===== config.mk =====
export PLATFORM = sky130hd
export DESIGN_NAME = jump_ret_unit
export DESIGN_NICKNAME = d
export VERILOG_FILES = /design/src/rtl/jump_ret_unit.sv
export SDC_FILE = /design/constraint.sdc
export NUM_CORES = 1
export LEC_CHECK = 0
export CORE_MARGIN = 5
export CORE_UTILIZATION = 50
export CTS_CLUSTER_DIAMETER = 150
export DETAILED_ROUTE_END_ITERATION = 10
export PLACE_DENSITY = 0.79
export SYNTH_ARGS = -nofsm -noshare
export SYNTH_HDL_FRONTEND = slang
export SYNTH_SLANG_ARGS = --single-unit

===== constraint.sdc =====
create_clock -name i_CLK -period 5.9 [get_ports i_CLK]
set_input_delay 0.59 -clock i_CLK [delete_from_list [all_inputs] [get_ports i_CLK]]
set_output_delay 0.59 -clock i_CLK [all_outputs]
set_load 0.02 [all_outputs]

===== src/rtl/jump_ret_unit.sv =====
// jump_ret_unit: drive side of the PC jump interface.
// Decodes JMP/CALL/RET, keeps a return-address LIFO and latches a sticky
// fault on stack overflow/underflow that blocks all jumps until reset.
// Jump select/address are combinational so the PC takes the jump on the
// same posedge the request is presented.
module jump_ret_unit #(
  parameter int ADDR_W = 8,
  parameter int DEPTH  = 4
) (
  input  logic              i_CLK,
  input  logic              i_RST,
  input  logic              i_VALID,
  input  logic [1:0]        i_OP,
  input  logic [ADDR_W-1:0] i_TARGET,
  input  logic [ADDR_W-1:0] i_PC,
  output logic              o_SEL_JMP,
  output logic [ADDR_W-1:0] o_JMP_ADDR,
  output logic              o_EMPTY,
  output logic              o_FULL,
  output logic              o_FAULT
);

  localparam int IW = $clog2(DEPTH);
  localparam int CW = IW + 1;

  localparam logic [1:0] OP_NOP  = 2'b00;
  localparam logic [1:0] OP_JMP  = 2'b01;
  localparam logic [1:0] OP_CALL = 2'b10;
  localparam logic [1:0] OP_RET  = 2'b11;

  typedef enum logic {S_RUN, S_FAULT} state_t;

  state_t            state, state_nxt;
  logic [CW-1:0]     count, count_nxt;
  logic [ADDR_W-1:0] stack [DEPTH];
  logic              push;
  logic [IW-1:0]     wr_idx;
  logic [IW-1:0]     top_idx;
  logic [ADDR_W-1:0] ret_addr;
  logic              empty, full;

  // Count is the number of live entries: next free slot is count, top is
  // count-1. When full, count[IW-1:0] wraps to 0 so the subtraction still
  // lands on DEPTH-1.
  assign wr_idx   = count[IW-1:0];
  assign top_idx  = count[IW-1:0] - IW'(1);
  assign ret_addr = i_PC + ADDR_W'(1);
  assign empty    = (count == '0);
  assign full     = (count == CW'(DEPTH));

  assign o_EMPTY = empty;
  assign o_FULL  = full;
  assign o_FAULT = (state == S_FAULT);

  // Request decode: jump outputs, stack update and fault transition.
  always_comb begin
    o_SEL_JMP  = 1'b0;
    o_JMP_ADDR = '0;
    push       = 1'b0;
    count_nxt  = count;
    state_nxt  = state;
    if (state == S_RUN && i_VALID) begin
      case (i_OP)
        OP_JMP: begin
          o_SEL_JMP  = 1'b1;
          o_JMP_ADDR = i_TARGET;
        end
        OP_CALL: begin
          if (full) begin
            state_nxt = S_FAULT;
          end else begin
            o_SEL_JMP  = 1'b1;
            o_JMP_ADDR = i_TARGET;
            push       = 1'b1;
            count_nxt  = count + CW'(1);
          end
        end
        OP_RET: begin
          if (empty) begin
            state_nxt = S_FAULT;
          end else begin
            o_SEL_JMP  = 1'b1;
            o_JMP_ADDR = stack[top_idx];
            count_nxt  = count - CW'(1);
          end
        end
        OP_NOP: ;
        default: ;
      endcase
    end
  end

  // State and occupancy registers; reset overrides any same-cycle request.
  always_ff @(posedge i_CLK) begin
    if (i_RST) begin
      state <= S_RUN;
      count <= '0;
    end else begin
      state <= state_nxt;
      count <= count_nxt;
    end
  end

  // Stack storage; contents are don't-care after reset, so no reset here.
  always_ff @(posedge i_CLK) begin
    if (!i_RST && push)
      stack[wr_idx] <= ret_addr;
  end

endmodule


* Word-level counts from Yosys, hierarchy flattened
Memories as Yosys holds them, arrays and structs flattened.
Index checks and enable logic that the tools add are counted.
** Storage, ports and cells
- Logic and storage cells :: 41
- Output and inout bits :: 12
- Register bits :: 4
- Memories :: 1
- Bits in writable memories :: 32
** Operators by class
- Mux-type cells :: 18
- Reductions and logical operators :: 7
- Equal/unequal tests :: 8
- Add/subtract/negate cells :: 4
- Bitwise operators :: 1
** Memories
- stack :: words 4, bits a word 8, rd ports 1, clocked after memory_dff 0, write ports 1, line 35 : logic [ADDR_W-1:0] stack [DEPTH];
** Operators by type and width (count)
- $mux 8 :: 3
- $pmux 8 s3 :: 1
- $mux 1 :: 9
- $add 8x1->8 const B :: 1
- $ne 2x2->1 const B :: 4
- $reduce_and 4->1 :: 2
- $mux 3 :: 2
- $pmux 3 s2 :: 1
- $eq 2x2->1 const B :: 2
- $add 3x1->3 const B :: 1
- $eq 3x3->1 const B :: 1
- $logic_not 3->1 :: 1
- $pmux 1 s3 :: 1
- $sub 3x1->3 const B :: 1
- $eq 2x1->1 const B :: 1
- $logic_and 1x1->1 :: 2
- $pmux 1 s2 :: 1
- $reduce_bool 2->1 :: 1
- $sub 2x1->2 const B :: 1
- $logic_not 1->1 :: 1
- $not 1->1 :: 1

* Logic depth before layout (Yosys ltp)
- Word-level depth :: 7
- Mapped depth :: 7
- Mapped depth without buffers :: 6

* Least setup slack after synthesis
No wires, ideal clock.
- Path type :: register -> output
- Start point :: register count[0]
- End point :: output port o_JMP_ADDR[0]
- Stages on the path, launching flop included :: 8
- Setup slack :: 3.455 ns
- Data required time :: 5.310 ns
- Arrival time :: 1.855 ns
- Cell sequence :: dfxtp_1 buf_6 inv_1 ha_1 and2_1 o21ai_2 a22oi_1 nor2_1
** Between the ends
- Word-level cells in the longest chain between the ends :: 5
- Elaborated cells between the ends (all ways) :: 8
- Those cells by class :: add/sub (1); eq/ne (1); mux (4); reduce/logical (1); memory (1)
** RTL lines
- start: declaration :: line 34 : logic [CW-1:0] count, count_nxt;
- start signal: assignment :: line 100 : count <= count_nxt;
- $sub 2x1->2 :: line 46 : assign top_idx = count[IW-1:0] - IW'(1);
- named net top_idx[0] :: line 38 : logic [IW-1:0] top_idx;
- $mem_v2 4x8
- $mux 8 :: line 79 : if (empty) begin
- $pmux 8 s3 :: line 63 : case (i_OP)
- $mux 8 :: line 62 : if (state == S_RUN && i_VALID) begin
- end: declaration :: line 17 : output logic [ADDR_W-1:0] o_JMP_ADDR,
The timed path passes the listed nets, and every way through them passes these cells.

* Worst setup path after layout
- Start point :: register count[0]
- End point :: output port o_JMP_ADDR[3]
Same word-level chain as after synthesis.

==> summary.md <==
| Metric | Value |
|---|---|
| Worst-margin pin slew | 730 ps |
| CP arrival | 3180 ps |
| Hold path start | o_FAULT$_SDFFE_PP0P_ |
| Filler cell count | 273 |
| Clock sink total | 36 |
| Detail Placement HPWL | 2.47 mm |
| Crit path max-delay cell type | dfxtp_1 |
| DRT Wirelength | 3.35 mm |
| Peak supply drop | 121 µV |
| Clock slew at reported path FFs | 110 ps |
| Die ar. | 4730 µm² |
| 1st-iter DRT viols | 43 |
| Sequential fraction of the synthesis area | 60.3% |
| Buffers & Inverters on Critical Path | 2 |
| Post-Syn Area per Cell | 15.0 µm² |
| N_diodes | 0 |
| Worst Setup End Kind | output port |
| Area Overhead vs Synth | 24.1% |
| Achievable Freq | 265 MHz |
| CP required | 5310 ps |
| Crit-path max FO | 12 |
| Endpoints failing setup | 0 |
| Final Cell Area | 2140 µm² |
| Placed cell areas | 2090 µm² |
| Yosys warns | 0 |
| Unique masters post-synth | 30 |
| PortBufs | 32 |
| Seq cells post-synth | 36 |
| Vias in the first global route | 1107 |
| Pwr per Cell Area | 233 nW/µm² |
| Status | complete, no violations |
| Clk Latency, worst-skew pair | 330 ps |
| Post-CTS sizing | 0 |
| Hold-fix buffer count after cts | 0 |
| CP Launch Type | register |
| CP max stage delay | 780 ps |
| Layout Skew | 7.66 ps |
| Cell count after placement | 191 |
| Postcts setup bufs | 0 |
| Final Non-Filler Cells | 199 |
| Crit-path cells | inv_1, ha_1, and2_1, o21ai_2, a22oi_1, nor2_1, clkdlybuf4s50_1 |
| Via Count | 1059 |
| Post-route ant nets | 0 |
| Synth Cell Area | 1730 µm² |
| FF-to-FF Start | count[0]$_SDFFE_PP0P_ |
| Remaining DRCs | 0 |
| Die W | 68.8 µm |
| Layout cells sized above 1 | 13.1% |
| Final setup TNS | 0 ps |
| Root Driver | clkbuf_4 |
| Design Power | 0.500 mW |
| Worst setup path startpoint | count[0]$_SDFFE_PP0P_ |
| CTS Buf Count | 5 |
| Longest Clk Path Bufs | 2 |
| Routability congestion estimate | 0.756 |
| TritonCTS clock tree | yes |
| Core area | 3340 µm² |
| I/O pin count | 33 |
| Min Tclk post-route | 3770 ps |
| Max-cap violations | 0 |
| Std-Cell Rows | 21 |
| Drt wl/cell | 16.8 µm |
| Largest net degree at the start of global routing | 13 |
| Synthesized Nets | 142 |
| Slew Viols, Final | 0 |
| Slew HR | 51.2% |
| Antenna violations before repair | 0 |
| Starting Density | 51.7% |
| Tcrit/Tclk final | 63.9% |
| RSZ-0062 raised after global routing | false |
| Die Y | 68.8 µm |
| Cells after synthesis | 115 |
| Final net count | 179 |
| Detailed-route vias per instance | 5.32 |
| Leak Pwr | 0.698 nW |
| Commonest non-fill, non-tap cells in the layout | clkdlybuf4s50_1 (32), edfxtp_1 (32), nor2_1 (13) |
| Cell family with most CP delay | buffers and inverters |
| Total GRT Usage | 16.4% |
| Final Hold Viols | 0 |
| Global route total overflow | 0 |
| H-tree depth | 2 |
| Hold Path Class | register to register |
| Crit path kind | register to output port |
| Global-route wire length before repair | 5.33 mm |
| Drt pass-1 iters | 4 |
==> cell usage after synthesis <==
cell / number / area [µm²]
nand4_1: 1 / 6.26
buf_6: 1 / 11.3
nand2_1: 2 / 7.51
a211oi_1: 1 / 7.51
inv_1: 5 / 18.8
nand4b_1: 1 / 8.76
fa_1: 1 / 20.0
or2_1: 1 / 6.26
nor2_1: 13 / 48.8
o21ai_2: 1 / 8.76
o21bai_1: 1 / 7.51
nor3_2: 1 / 10.0
nor2_4: 1 / 11.3
and2b_1: 1 / 7.51
dfxtp_1: 4 / 80.1
a31o_2: 1 / 8.76
and3_1: 1 / 6.26
xnor2_1: 5 / 43.8
ha_1: 5 / 62.6
and2_1: 5 / 31.3
nand3_1: 2 / 10.0
xor2_1: 4 / 35.0
nand2b_1: 4 / 25.0
a211oi_4: 1 / 20.0
edfxtp_1: 32 / 961
and4_1: 1 / 8.76
a21oi_1: 2 / 10.0
clkbuf_1: 1 / 3.75
a22oi_1: 8 / 60.1
mux4_2: 8 / 180
==> flip-flops by register name (all words and copies together), names as in the netlist <==
name and count:
count 3, o_FAULT 1, stack 32
==> stage by stage <==
stage          setup slack [ps]  hold slack [ps]  utilization [%]
2_1_floorplan              3460              504                -
6_report                   2130              476             64.2
3_5_place_dp               2440              462             62.6
4_1_cts                    2070              478             64.2
5_1_grt                    1780              497             64.2
3_3_place_gp               2600              445             62.6
==> where the power goes <==
group          switching, mW  internal, mW
combinational         0.0421        0.0438
clock                 0.0805        0.0460
sequential           0.00492         0.282
==> worst paths after layout <==
check | to | slack, ps | depth (start not counted)
worst max-delay path | o_JMP_ADDR[3] | 2130 | 7
worst max register to register | stack[3][2]$_DFFE_PP_ | 3170 | 6
worst min register to register | o_FAULT$_SDFFE_PP0P_ | 480 | 2
worst min-delay path | o_FAULT$_SDFFE_PP0P_ | 480 | 2
==> metal layers <==
metal,GRT usage (%),vias up,routed length (µm)
li1,-,510,-
met1,19.9,515,1370
met2,27.9,30,1730
met3,4.05,4,187
met4,6.57,0,50
met5,0,-,0
==> cell type report <==
cell class	count	area, µm²	area share [%]
inverters	5	18.8	0.876
well taps	46	57.6	2.69
repair buffers	32	320	14.9
clock inverters	2	12.5	0.584
clock buffers	6	41.3	1.93
flip-flops and latches	36	1040	48.6
multi-input cells	72	652	30.4
==> worst register-to-register path: stages (launching register included) <==
cell	delay, ps
dfxtp_1	780
inv_1	210
ha_1	310
and2_1	210
or2_1	260
nor3_2	190
and2_1	430
==> logic make-up after synthesis <==
family | synth area share [%]
and+or+nand+nor | 10.9
DFF | 60.3
buffers and inverters | 1.96
adders and majority gates | 4.78
AOI/OAI and AO/OA | 7.10
xor gates and xnor gates | 4.56
muxes | 10.4
No activity file was read; power rests on OpenSTA's default activity.
==> patch (config.mk and constraints unchanged) <==
`ADDR_W`: 8 -> 6.
--- a/src/rtl/jump_ret_unit.sv
+++ b/src/rtl/jump_ret_unit.sv
@@ -5,5 +5,5 @@
 // same posedge the request is presented.
 module jump_ret_unit #(
-  parameter int ADDR_W = 8,
+  parameter int ADDR_W = 6,
   parameter int DEPTH  = 4
 ) (
Ports: changed (resized i_PC, i_TARGET and o_JMP_ADDR); port bits go from 33 to 27. No check against the original RTL was run, so the function may have changed too.
==> patch against the unedited design <==
Cell count fell by 23%; register-to-register slack improved by 0.25 ns; routed wire length fell by 25%; power fell by 16%; final area fell by 20%; die area fell by 18%; via count fell by 19%; sequential power fell by 22%; sequential cell count fell by 8; setup slack improved by 0.24 ns; hold slack improved by 0.037 ns; sequential share of layout area fell by 1.9 points; area after synthesis fell by 20%; critical path type unchanged; largest cell class unchanged.
==> patch: results (changes against the unedited design) <==
[cells_and_area]
n_all_inverters=4  ; -1
multi_input_area_share_pct=31.9  ; +1.5 points
layout-drive-gt1-share_pct=12.3  ; -0.78 points
clk_share_pct=3.06  ; +0.55 points
multi_input_cells=60  ; -17%
largest_reg_flops=24  ; -25%
design_area_mm2=0.00172  ; -20%
nets=146  ; -18%
seq_share_pct=46.7  ; -1.9 points
nFillCells=209  ; -23%
n_all_buffers=26  ; -19%
buffer_area_share_pct=15.2  ; +0.23 points

[sta]
max_slew_margin_pct=65.9  ; +15 points
finClkSkew_ns=0.00140  ; -0.00626 ns

[clock_tree]
post_cts_resized=0  ; unchanged
postCtsSetupRepairBufs=0  ; unchanged
cts_buffers=3  ; -2
cts_sinks=28  ; -22%
clk_path_buf_depth=2  ; unchanged
path_clk_slew_ns=0.14  ; +0.03 ns
h-tree-depth=1  ; -1

[power]
peakVddDrop_v=0.000189  ; +56%
p_leak_nw=0.576  ; -17%

[synthesis]
synth_edf_count=24  ; -25%
synth_common_cells=edfxtp_1 (24), nor2_1 (13), a22oi_1 (6)
synth_nets=116  ; -18%
synth-xor-area-share_pct=4.46  ; -0.11 points
synth.avg_cell_area_um2=14.8  ; -1.5%
ys_types=28  ; -6.7%
yosys-mux-area-fraction_pct=10.4  ; -0.062 points
synth.area.top_cells=edfxtp_1 (52%), mux4_2 (6.6%), dfxtp_1 (5.8%)
synthAdderAreaFrac_pct=6.01  ; +1.2 points
synth-main-ff-cell=edfxtp_1
synth_compound_area_share_pct=8.19  ; +1.1 points

[drt]
vias=855  ; -19%
drt_iter0_markers=50  ; +16%
wl_um=2510  ; -25%

[global_route]
grt_max_degree=17  ; +4
grt_usage_pct=13.7  ; -2.7 points
grt_pass1_wl_um=4200  ; -21%

[critical_path]
critPathMaxFanout=10  ; -2

[place]
gp_congestion=0.739  ; -2.2%
portBuffers=26  ; -19%

[outcome]
outcome=finished, final reports clean

## patch: final timing paths
kind	start	end	slack [ns]	cells after the start
setup / recovery	count[0]$_SDFFE_PP0P_	o_JMP_ADDR[4]	2.36	7
hold / removal	o_FAULT$_SDFFE_PP0P_	o_FAULT$_SDFFE_PP0P_	0.51	2
setup reg to reg	count[0]$_SDFFE_PP0P_	stack[1][1]$_DFFE_PP_	3.42	5
hold reg to reg	o_FAULT$_SDFFE_PP0P_	o_FAULT$_SDFFE_PP0P_	0.51	2
## patch: stage by stage
step	worst slack [ns]	hold slack, ns	total power, mW	cells
2_1_floorplan	3.49	0.504	0.272	93
3_3_place_gp	2.79	0.479	0.300	149
3_5_place_dp	2.72	0.490	0.302	149
4_1_cts	2.33	0.525	0.422	153
5_1_grt	2.05	0.553	0.441	153
6_report	2.36	0.513	0.420	153
## patch: routing by layer
layer,vias to the layer above,part of all wire [%],global-route usage [%]
met4,0,2.6,7.43
met2,28,48,21.9
met3,6,5.9,3.06
li1,408,-,-
met1,413,44,17.1
met5,-,0,0
## patch: power breakdown
group	internal (mW)	switching (mW)	total [mW]
combinational	0.0381	0.0363	0.0743
sequential	0.219	0.00409	0.224
clock	0.0687	0.0534	0.122
## patch: logic make-up after synthesis
| kind of cell | after synthesis |
|---|---|
| and+or+nand+nor | 28 |
| DFF | 28 |
| AOI/OAI and AO/OA | 13 |
| xor gates and xnor gates | 7 |
| muxes | 6 |
| adders and majority gates | 6 |
| buffers and inverters | 5 |
## patch: worst max-delay path, cell delays in order (launching register included)
cell             delay [ns]
dfxtp_1                0.67
inv_1                  0.19
ha_1                   0.32
and2b_2                0.23
nor2_1                 0.33
a22oi_1                0.17
nor2_1                 0.12
clkdlybuf4s50_1        0.61
